**config.mk**
```make
export PLATFORM = sky130hd
export DESIGN_NAME = instr_sequencer
export DESIGN_NICKNAME = d
export VERILOG_FILES = /design/src/rtl/instr_sequencer.sv
export SDC_FILE = /design/constraint.sdc
export NUM_CORES = 1
export LEC_CHECK = 0
export CAP_MARGIN = 10
export CORE_MARGIN = 5
export CORE_UTILIZATION = 30
export CTS_BUF_LIST = sky130_fd_sc_hd__clkbuf_8
export CTS_CLUSTER_DIAMETER = 200
export CTS_CLUSTER_SIZE = 24
export DETAILED_ROUTE_END_ITERATION = 10
export PLACE_DENSITY = 0.48
export SLEW_MARGIN = 15
export SYNTH_ARGS = -nofsm -noshare
export SYNTH_HDL_FRONTEND = slang
export SYNTH_SLANG_ARGS = --single-unit
```
**constraint.sdc**
```tcl
create_clock -name clk -period 6.35 [get_ports clk]
set_input_delay 1.5875 -clock clk [delete_from_list [all_inputs] [get_ports clk]]
set_output_delay 1.5875 -clock clk [all_outputs]
set_load 0.02 [all_outputs]
```
**src/rtl/instr_sequencer.sv**
```systemverilog
`default_nettype none
// ============================================================================
// Module   : instr_sequencer
// Purpose  : Issues a stored program to a core one word at a time. Supports
//            single-step (button driven) and free-run modes. Holds the core
//            in reset for a fixed number of cycles after reset release. Shows
//            the core result and the issue count on 7-segment digits.
// Ports    : clk, rst (async, active-low)
//            mode (0 = step, 1 = run), step (async button), start (pulse)
//            prog_len   - instruction count, sampled at start
//            prog_we/prog_addr/prog_data - program-store write port
//            instr/instr_valid/instr_ready - issue handshake to the core
//            core_rst   - active-high reset to the core
//            pc/busy/done - issue count and status
//            alu_in     - core result; seg/seg_pc - active-low hex digits
// Revision : 1.0 - initial release
// ============================================================================
module instr_sequencer #(
  parameter int INSTR_W  = 16,
  parameter int DEPTH    = 32,
  parameter int DATA_W   = 16,
  parameter int HOLD_CYC = 4,
  localparam int AW      = $clog2(DEPTH),
  localparam int ND      = DATA_W / 4
) (
  input  logic                clk,
  input  logic                rst,
  input  logic                mode,
  input  logic                step,
  input  logic                start,
  input  logic [AW:0]         prog_len,
  input  logic                prog_we,
  input  logic [AW-1:0]       prog_addr,
  input  logic [INSTR_W-1:0]  prog_data,
  output logic [INSTR_W-1:0]  instr,
  output logic                instr_valid,
  input  logic                instr_ready,
  output logic                core_rst,
  output logic [AW:0]         pc,
  output logic                busy,
  output logic                done,
  input  logic [DATA_W-1:0]   alu_in,
  output logic [7*ND-1:0]     seg,
  output logic [6:0]          seg_pc
);

  localparam int           CW          = $clog2(HOLD_CYC + 1);
  localparam logic [CW-1:0] c_HOLD_LAST = CW'(HOLD_CYC - 1);
  localparam logic [AW:0]   c_DEPTH_LEN = (AW + 1)'(DEPTH);

  typedef enum logic [2:0] {
    S_HOLD      = 3'd0,
    S_IDLE      = 3'd1,
    S_ISSUE     = 3'd2,
    S_WAIT_STEP = 3'd3,
    S_DONE      = 3'd4
  } state_t;

  state_t              r_state;
  state_t              w_next;
  logic [CW-1:0]       r_hold_cnt;
  logic [AW:0]         r_pc;
  logic [AW:0]         r_len;
  logic                r_core_rst;
  logic                r_valid;
  logic                r_busy;
  logic                r_done;
  logic                r_step_s1;
  logic                r_step_s2;
  logic                r_step_s3;
  logic [INSTR_W-1:0]  r_mem [DEPTH];

  logic [AW:0]         w_len_clamped;
  logic [AW:0]         w_pc_inc;
  logic                w_hs;
  logic                w_step_rise;
  logic                w_start_ok;
  logic                w_wr_ok;
  logic [3:0]          w_pc_nib;

  assign w_len_clamped = (prog_len > c_DEPTH_LEN) ? c_DEPTH_LEN : prog_len;
  assign w_pc_inc      = r_pc + 1'b1;
  assign w_hs          = (r_state == S_ISSUE) && instr_ready;
  // Third flop only serves the edge detector, giving a 3-cycle step latency.
  assign w_step_rise   = r_step_s2 && !r_step_s3;
  assign w_start_ok    = start && ((r_state == S_IDLE) || (r_state == S_DONE));
  // Store is frozen while a run is active so the issued word cannot change.
  assign w_wr_ok       = (r_state == S_HOLD) || (r_state == S_IDLE) ||
                         (r_state == S_DONE);

  always_comb begin
    w_next = r_state;
    case (r_state)
      S_HOLD:      if (r_hold_cnt == c_HOLD_LAST) w_next = S_IDLE;
      S_IDLE,
      S_DONE:      if (start) begin
                     if (w_len_clamped == '0) w_next = S_DONE;
                     else                     w_next = mode ? S_ISSUE : S_WAIT_STEP;
                   end
      S_ISSUE:     if (instr_ready) begin
                     if (w_pc_inc == r_len) w_next = S_DONE;
                     else                   w_next = mode ? S_ISSUE : S_WAIT_STEP;
                   end
      S_WAIT_STEP: if (mode || w_step_rise) w_next = S_ISSUE;
      default:     w_next = S_HOLD;
    endcase
  end

  always_ff @(posedge clk or negedge rst) begin
    if (!rst) begin
      r_state    <= S_HOLD;
      r_hold_cnt <= '0;
      r_pc       <= '0;
      r_len      <= '0;
      r_core_rst <= 1'b1;
      r_valid    <= 1'b0;
      r_busy     <= 1'b0;
      r_done     <= 1'b0;
      r_step_s1  <= 1'b0;
      r_step_s2  <= 1'b0;
      r_step_s3  <= 1'b0;
    end else begin
      r_state    <= w_next;
      r_step_s1  <= step;
      r_step_s2  <= r_step_s1;
      r_step_s3  <= r_step_s2;
      if (r_state == S_HOLD && w_next == S_HOLD) r_hold_cnt <= r_hold_cnt + 1'b1;
      if (w_start_ok) begin
        r_len <= w_len_clamped;
        r_pc  <= '0;
      end else if (w_hs) begin
        r_pc  <= w_pc_inc;
      end
      // Outputs are registered from the next state so they line up with it.
      r_core_rst <= (w_next == S_HOLD);
      r_valid    <= (w_next == S_ISSUE);
      r_busy     <= (w_next == S_ISSUE) || (w_next == S_WAIT_STEP);
      r_done     <= (w_next == S_DONE);
    end
  end

  always_ff @(posedge clk) begin
    if (prog_we && w_wr_ok) r_mem[prog_addr] <= prog_data;
  end

  assign instr       = r_valid ? r_mem[r_pc[AW-1:0]] : '0;
  assign instr_valid = r_valid;
  assign core_rst    = r_core_rst;
  assign pc          = r_pc;
  assign busy        = r_busy;
  assign done        = r_done;

  function automatic logic [6:0] hex7(input logic [3:0] n);
    logic [6:0] lit;  // gfedcba, 1 = segment on
    case (n)
      4'h0:    lit = 7'b0111111;
      4'h1:    lit = 7'b0000110;
      4'h2:    lit = 7'b1011011;
      4'h3:    lit = 7'b1001111;
      4'h4:    lit = 7'b1100110;
      4'h5:    lit = 7'b1101101;
      4'h6:    lit = 7'b1111101;
      4'h7:    lit = 7'b0000111;
      4'h8:    lit = 7'b1111111;
      4'h9:    lit = 7'b1101111;
      4'hA:    lit = 7'b1110111;
      4'hB:    lit = 7'b1111100;
      4'hC:    lit = 7'b0111001;
      4'hD:    lit = 7'b1011110;
      4'hE:    lit = 7'b1111001;
      default: lit = 7'b1110001;
    endcase
    return ~lit;
  endfunction

  for (genvar k = 0; k < ND; k++) begin : g_digit
    assign seg[7*k +: 7] = hex7(alu_in[4*k +: 4]);
  end

  if (AW + 1 >= 4) begin : g_pc_wide
    assign w_pc_nib = r_pc[3:0];
  end else begin : g_pc_narrow
    assign w_pc_nib = {{(3 - AW){1'b0}}, r_pc};
  end

  assign seg_pc = hex7(w_pc_nib);

endmodule
`default_nettype wire

```
Word level (Yosys, flattened, before mapping)

Memories as Yosys holds them, arrays and structs flattened.
Index checks and enable logic that the tools add are counted.

Order comparisons: 1
Add/sub/neg operators: 2
Reductions and logical operators: 16
Equality and inequality tests: 9
Mux-type cells: 14
Bitwise operators: 5

Operators by type and width:

| operator                                       | number |
|---|---|
| NOT 7 bit                                      | 5 |
| 2-to-1 mux 3 bit                               | 6 |
| 2-to-1 mux 6 bit                               | 3 |
| 2-to-1 mux 16 bit                              | 1 |
| == test 3 x 2 -> 1 bit (second input constant) | 5 |
| case mux 3 bit (4 select lines)                | 1 |
| adder 6 x 1 -> 6 bit (second input constant)   | 1 |
| == test 3 bit (second input constant)          | 2 |
| == test 6 bit                                  | 1 |
| > comparator 6 bit (second input constant)     | 1 |
| logical NOT 3 bit                              | 2 |
| logical NOT 6 bit                              | 1 |
| logical AND 1 bit                              | 5 |
| logical OR 1 bit                               | 5 |
| adder 3 x 1 -> 3 bit (second input constant)   | 1 |
| == test 3 x 1 -> 1 bit (second input constant) | 1 |
| 2-to-1 mux 1 bit                               | 3 |
| nonzero test 2 bit                             | 1 |
| OR reduction 2 bit                             | 1 |
| logical NOT 1 bit                              | 1 |

Output and inout port bits: 61
Bits in read-only memories: 560
Bits in registers: 25
Input bits: 50
Logic and storage cells: 64
Memories: 6
Memory bits (writable): 512

Memory list:

| memory           | words | bits a word | read ports | clocked after memory_dff | wr ports | line | text |
|---|---|---|---|---|---|---|---|
| r_mem            | 32    | 16          | 1          | 0                        | 1        | 71   | `logic [INSTR_W-1:0] r_mem [DEPTH];` |
| (name not given) | 16    | 7           | 1          | 0                        | 0        | 155  | `case (n)` |
| (name not given) | 16    | 7           | 1          | 0                        | 0        | 155  |  |
| (name not given) | 16    | 7           | 1          | 0                        | 0        | 155  |  |
| (name not given) | 16    | 7           | 1          | 0                        | 0        | 155  |  |
| (name not given) | 16    | 7           | 1          | 0                        | 0        | 155  |  |

Longest topological paths before layout

Gate-level depths: netlist (run 1).

Depth after elaboration: 8
Depth in mapped cells: 9
Mapped depth without buffers: 6

Least setup slack after synthesis (run 1)

Ideal clock, no wire load.

Path kind: in2out
From: in alu_in[9]
To: out seg[14]
Cell stages on the path: 5
Required time: 4.762 ns
Buffers on the path: 0
Path slack: 2.136 ns
Arrival: 2.627 ns
Cells stage by stage: inv_1 ha_1 nor2b_1 or3b_2 o21ai_0

Word-level cells in the longest chain between the ends: 2

Ends and longest elaborated chain:

| what                     | line | text |
|---|---|---|
| from (decl)              | 42   | `input logic [DATA_W-1:0] alu_in,` |
| memory read (16 x 7 bit) | -    |  |
| NOT 7 bit                | 173  | `return ~lit;` |
| to (decl)                | 43   | `output logic [7*ND-1:0] seg,` |

Every way passes these cells.

Final worst setup path (run 1)

From: reg r_pc[0] (netlist: pc[0])
To: out instr[9]

Word-level cells in the longest chain between the ends: 2

Ends and longest elaborated chain:

| what                      | line | text |
|---|---|---|
| from (decl)               | 62   | `logic [AW:0] r_pc;` |
| from (signal assigned)    | 132  | `r_pc <= w_pc_inc;` |
| memory read (32 x 16 bit) | -    |  |
| 2-to-1 mux 16 bit         | 146  | `assign instr = r_valid ? r_mem[r_pc[AW-1:0]] : '0;` |
| to (decl)                 | 35   | `output logic [INSTR_W-1:0] instr,` |

Every way passes these cells.

==> results.yml, run 1 <==
worst_setup_path:
  path_class: "reg -> out"
  worstPathArrival_ns: 4.16
  cp-end-kind: "primary output"
  crit_required_ns: 4.76
  cp-start-kind: "register"
  worstPathMaxFanout: 24
global_route:
  grt_max_degree: 64
  grt_pass1_vias: 11314
  grtUsageTotal_pct: 13.35
  grt_overflow: 0
  antenna_found_initial: 1
  grt_pass1_wl_mm: 78.51
finish:
  multiInputGateArea_um2: 5757
  area_delta_synth_final_pct: 13.29
  nets: 1345
  drive_above_1_share_pct: 22.85
  seq_area_um2: 16010
  fin_area_um2: 25070
  final_util_pct: 34.30
  fillers: 6950
clock_tree:
  hold_buffers: 0
  clk_path_buf_depth: 3
  numCtsBuffers: 26
  tritoncts: "done"
  insertion_delay_ns: 0.65
  cts.htree.levels: 1
  cts_setup_buffers: 0
  root_buffer: "clkbuf_8"
  clock_sinks: 537
  cts_resized: 0
  clk_pin_slew_worst_paths_ns: 0.15
synthesis:
  synth_area_leaders: "edfxtp_1 (69%), mux4_2 (15%), dfrtp_1 (2.7%)"
  synth_cells: 1128
  synth_edf_count: 512
  mappedNetlistArea_um2: 22130
  avgSynthCellArea_um2: 19.62
  synth_seq_cells: 537
  yosysWarnings: 0
  synth_fp_nets: 1205
  seq_area_frac_synth_pct: 72.32
  synth.most_common_cell: "edfxtp_1"
  synth_top_cell_by_area: "edfxtp_1"
  synthTopCellsByCount: "edfxtp_1 (512), mux4_2 (149), nor2_1 (79)"
  synth_ff_type: "edfxtp_1"
  synthArstFlopShare_pct: 4.655
  yosysUniqueCellTypes: 55
  synth_top_area_share_pct: 69.49
die:
  core_um2: 73080
  die_area_um2: 79280
  fp.dieH_um: 281.6
  start_util_pct: 30.28
  ios: 111
  rows: 99
  die_w_um: 281.6
power:
  leakagePower_nw: 7.955
  seq_power_share_pct: 47.6
  p_int_mw: 5.831
  switchingPower_mw: 2.829
  vdd_drop_max_mv: 0.1590
  power_mw: 8.660
  pwr-share-clk_pct: 16.4
  sw_frac_of_total_pct: 32.67
  p_comb_share_pct: 36.0
  p_per_area_nw_per_um2: 345.5
routing:
  ant_nets: 0
  routed_wl_mm: 54.29
  firstDrtPassIters: 5
  drc_errors: 0
  wl_per_cell_um: 24.26
  drt_first_iter_violations: 925
  vias_per_cell: 4.909
  num_vias: 10987
timing:
  setup_tns_ns: 0
  clock_skew_ns: 0.02537
  period_minus_slack_ns: 5.747
  timing.final.crit_share_pct: 90.50
  tightestPinTransition_ns: 1.078
  clock.fmax_mhz: 174.0
  hold_viol_final: 0
  slew_violations: 0
  relSlewSlack_pct: 28.15
  finalSetupViolations: 0
  rsz0062_at_grt: "false"
  finalWorstSetupSlack_ns: 0.6035
place:
  port_buffers: 110
  placed_area_um2: 24670
  dp_hpwl_mm: 33.21
  place.gp.congestion: 0.7886
  dpl_worst_slack_ns: 1.035
min_path:
  min_path_type: "reg -> reg"
run_status:
  status: "completed"
flow_run:
  cap_violations: 0
==> flip-flops by register name (all words and copies together), names as in the netlist <==
name         cells
r_step_s2        1
r_step_s3        1
r_state          3
r_hold_cnt       3
busy             1
pc               6
r_mem          512
r_step_s1        1
instr_valid      1
r_len            6
done             1
core_rst         1
==> worst max-delay path, stage by stage (launching register included) <==
cell and delay, ns:
dfrtp_4 0.82, buf_12 0.27, buf_12 0.23, mux4_2 0.54, mux4_2 0.57, o22ai_1 0.23, nor2_1 0.12, clkdlybuf4s50_1 0.64
==> layer usage <==
metal	vias up	part of all wire, %	GRT usage, %
met5	-	0	0
met4	0	1.0	1.707
met3	35	5.3	2.029
met2	259	47	21.62
met1	5901	47	19.83
li1	4792	-	-
==> power groups by stage <==
stage	clock (mW)	combinational, mW	sequential, mW
final	1.42	3.12	4.12
after global routing	1.63	3.33	4.14
after CTS	1.50	3.17	4.13
after detailed placement	0	3.17	4.21
after global placement	0	3.15	4.20
after floorplan	0	2.06	4.13
==> worst paths after layout <==
check                                from          end  slack [ns]  cells after the start
min in group asynchronous             rst         done        1.28                      2
worst min register to register  r_step_s1    r_step_s2        0.37                      0
worst min-delay path            r_step_s1    r_step_s2        0.37                      0
worst max-delay path                pc[0]     instr[9]        0.60                      7
max in group asynchronous             rst     core_rst        4.77                      2
worst max register to register      pc[0]  instr_valid        3.53                      7
==> layout make-up <==
class	instances	area share, %
diodes	1	0.009983
clock buffers	27	1.482
clock inverters	11	0.2146
inverters	22	0.3294
multi-input cells	508	22.97
flip-flops and latches	537	63.87
well taps	959	4.787
repair buffers	173	6.339
==> layout by cell type, fill, tap and decap left out, types with 25 or more instances in the layout <==
master,instances
buf_4,59
clkbuf_8,27
clkdlybuf4s50_1,103
edfxtp_1,512
ha_1,27
inv_1,30
mux2i_1,25
mux4_2,149
nand2_1,63
nor2_1,62
==> logic make-up (layout without fill, tap and decap cells) <==
group	count (synthesis)	count (layout)	synth area share (%)
adders and majority gates	27	27	1.527
xor gates and xnor gates	12	12	0.4750
AOI/OAI and AO/OA	77	77	2.437
buffers and inverters	83	233	1.866
DFF	537	537	72.32
muxes	191	191	17.16
and+or+nand+nor	201	201	4.213
other	0	1	0
==> through the flow <==
step / hold slack, ns / instances
3_3_place_gp: 0.3451 / 2199
3_5_place_dp: 0.3509 / 2199
6_report: 0.3729 / 2238
2_1_floorplan: 0.3312 / 1128
5_1_grt: 0.3938 / 2237
4_1_cts: 0.3794 / 2237
Note: power is estimated with default switching activity, not from simulation.
==> run 2: changes to the inputs <==
Settings changed: CTS_CLUSTER_SIZE 24 to 25, SLEW_MARGIN 15 to default.
==> run 2 against run 1 <==
Effect of this change:
- combinational power hardly changed
- clock power hardly changed
- via count hardly changed
- clock skew is 0.010 ns lower
- flip-flop and latch count stayed put
- sequential power hardly changed
- hold slack better by 0.010 ns
- critical endpoint unchanged
- critical path type unchanged
- power is 0.28% lower
==> results.yml, run 2 (synthesized netlist as in run 1, its figures left out) <==
run_status:
  status: "completed"
flow_run:
  cap_violations: 0
routing:
  vias_per_cell: 4.906
  firstDrtPassIters: 5
  drc_errors: 0
  routed_wl_mm: 54.26
  num_vias: 10984
  drt_first_iter_violations: 927
  ant_nets: 0
  wl_per_cell_um: 24.24
worst_setup_path:
  crit_required_ns: 4.76
  cp-end-kind: "primary output"
  worstPathMaxFanout: 24
  path_class: "reg -> out"
  cp-start-kind: "register"
  worstPathArrival_ns: 4.14
  reg2reg_depth: 7
  rrSetupSlack_ns: 3.55
clock_tree:
  cts_setup_buffers: 0
  hold_buffers: 0
  numCtsBuffers: 25
  clk_path_buf_depth: 3
  cts_resized: 0
  tritoncts: "done"
  root_buffer: "clkbuf_8"
  clock_sinks: 537
  clk_pin_slew_worst_paths_ns: 0.15
  cts.htree.levels: 1
  insertion_delay_ns: 0.66
timing:
  setup_tns_ns: 0
  rsz0062_at_grt: "false"
  finalWorstSetupSlack_ns: 0.6224
  period_minus_slack_ns: 5.728
  hold_viol_final: 0
  tightestPinTransition_ns: 1.222
  slew_violations: 0
  timing.final.crit_share_pct: 90.20
  clock_skew_ns: 0.01513
  finalSetupViolations: 0
  relSlewSlack_pct: 18.29
  clock.fmax_mhz: 174.6
finish:
  largest-register: "r_mem"
  drive_above_1_share_pct: 22.52
  nets: 1347
  final_common_cell: "edfxtp_1"
  largest_reg_flops: 512
  final_cell_mix: "edfxtp_1 (512), mux4_2 (149), clkdlybuf4s50_1 (110)"
  final_util_pct: 34.40
  area_delta_synth_final_pct: 13.61
die:
  die_w_um: 281.6
  ios: 111
  fp.dieH_um: 281.6
  start_util_pct: 30.28
  rows: 99
  core_um2: 73080
  die_area_um2: 79280
place:
  dp_hpwl_mm: 33.21
  place.gp.congestion: 0.7886
  port_buffers: 110
  dpl_worst_slack_ns: 1.035
global_route:
  grt_overflow: 0
  grt_pass1_wl_mm: 78.11
  grtUsageTotal_pct: 13.30
  grt_max_degree: 64
  grt_pass1_vias: 11284
  antenna_found_initial: 0
min_path:
  min_path_type: "reg -> reg"
  hold_depth: 0
power:
  vdd_drop_max_mv: 0.1566
  leakagePower_nw: 7.964
  p_per_area_nw_per_um2: 343.5
run 2: cell types whose count changed in the layout (fill, tap and decap cells not counted), sizes merged:
cell / change
buf: -6
clkdlybuf4s50: +7
clkinvlp: +1
inv: -1
run 2: power by group:
group	total [mW]	switching, mW	internal (mW)
Clock	1.39	1.02	0.373
Sequential	4.12	0.145	3.97
Combinational	3.12	1.66	1.46
run 2: per-layer routing:
layer	GRT usage (%)	wire length, um	vias to the layer above
met1	19.81	25500	5894
met2	21.64	25450	257
met4	1.707	644	0
met5	0	0	-
li1	-	-	4796
met3	1.797	2676	37
run 2: area by class of cell:
type | instances | area, um2
inverter | 22 | 82.58
multi-input combinational | 508 | 5757
clock buffer | 25 | 344.1
antenna | 1 | 2.502
sequential | 537 | 16010
tap | 959 | 1200
fill | 6921 | 47940
clock inverter | 11 | 52.55
timing repair buffer | 176 | 1689
run 2: critical path, stage by stage (launching register included):
cell and delay (ns):
dfrtp_4 0.82, buf_12 0.27, buf_12 0.23, mux4_2 0.54, mux4_2 0.57, o22ai_1 0.23
nor2_1 0.13, clkdlybuf4s50_1 0.63
run 2: through the flow:
| stage | hold slack, ns | std cells | instance area, um2 | power, mW |
|---|---|---|---|---|
| 2_1_floorplan | 0.3312 | 1128 | 22130 | 6.188 |
| 3_3_place_gp | 0.3451 | 2199 | 24670 | 7.359 |
| 3_5_place_dp | 0.3509 | 2199 | 24670 | 7.373 |
| 4_1_cts | 0.3958 | 2235 | 25070 | 8.763 |
| 5_1_grt | 0.4064 | 2238 | 25140 | 9.058 |
| 6_report | 0.3832 | 2239 | 25140 | 8.635 |
run 2: path summary, 6_finish.rpt:
path,start,to
setup / recovery,pc[0],instr[9]
hold / removal,r_step_s1,r_step_s2
setup reg to reg,pc[0],instr_valid
hold reg to reg,r_step_s1,r_step_s2
max in group asynchronous,rst,core_rst
min in group asynchronous,rst,done
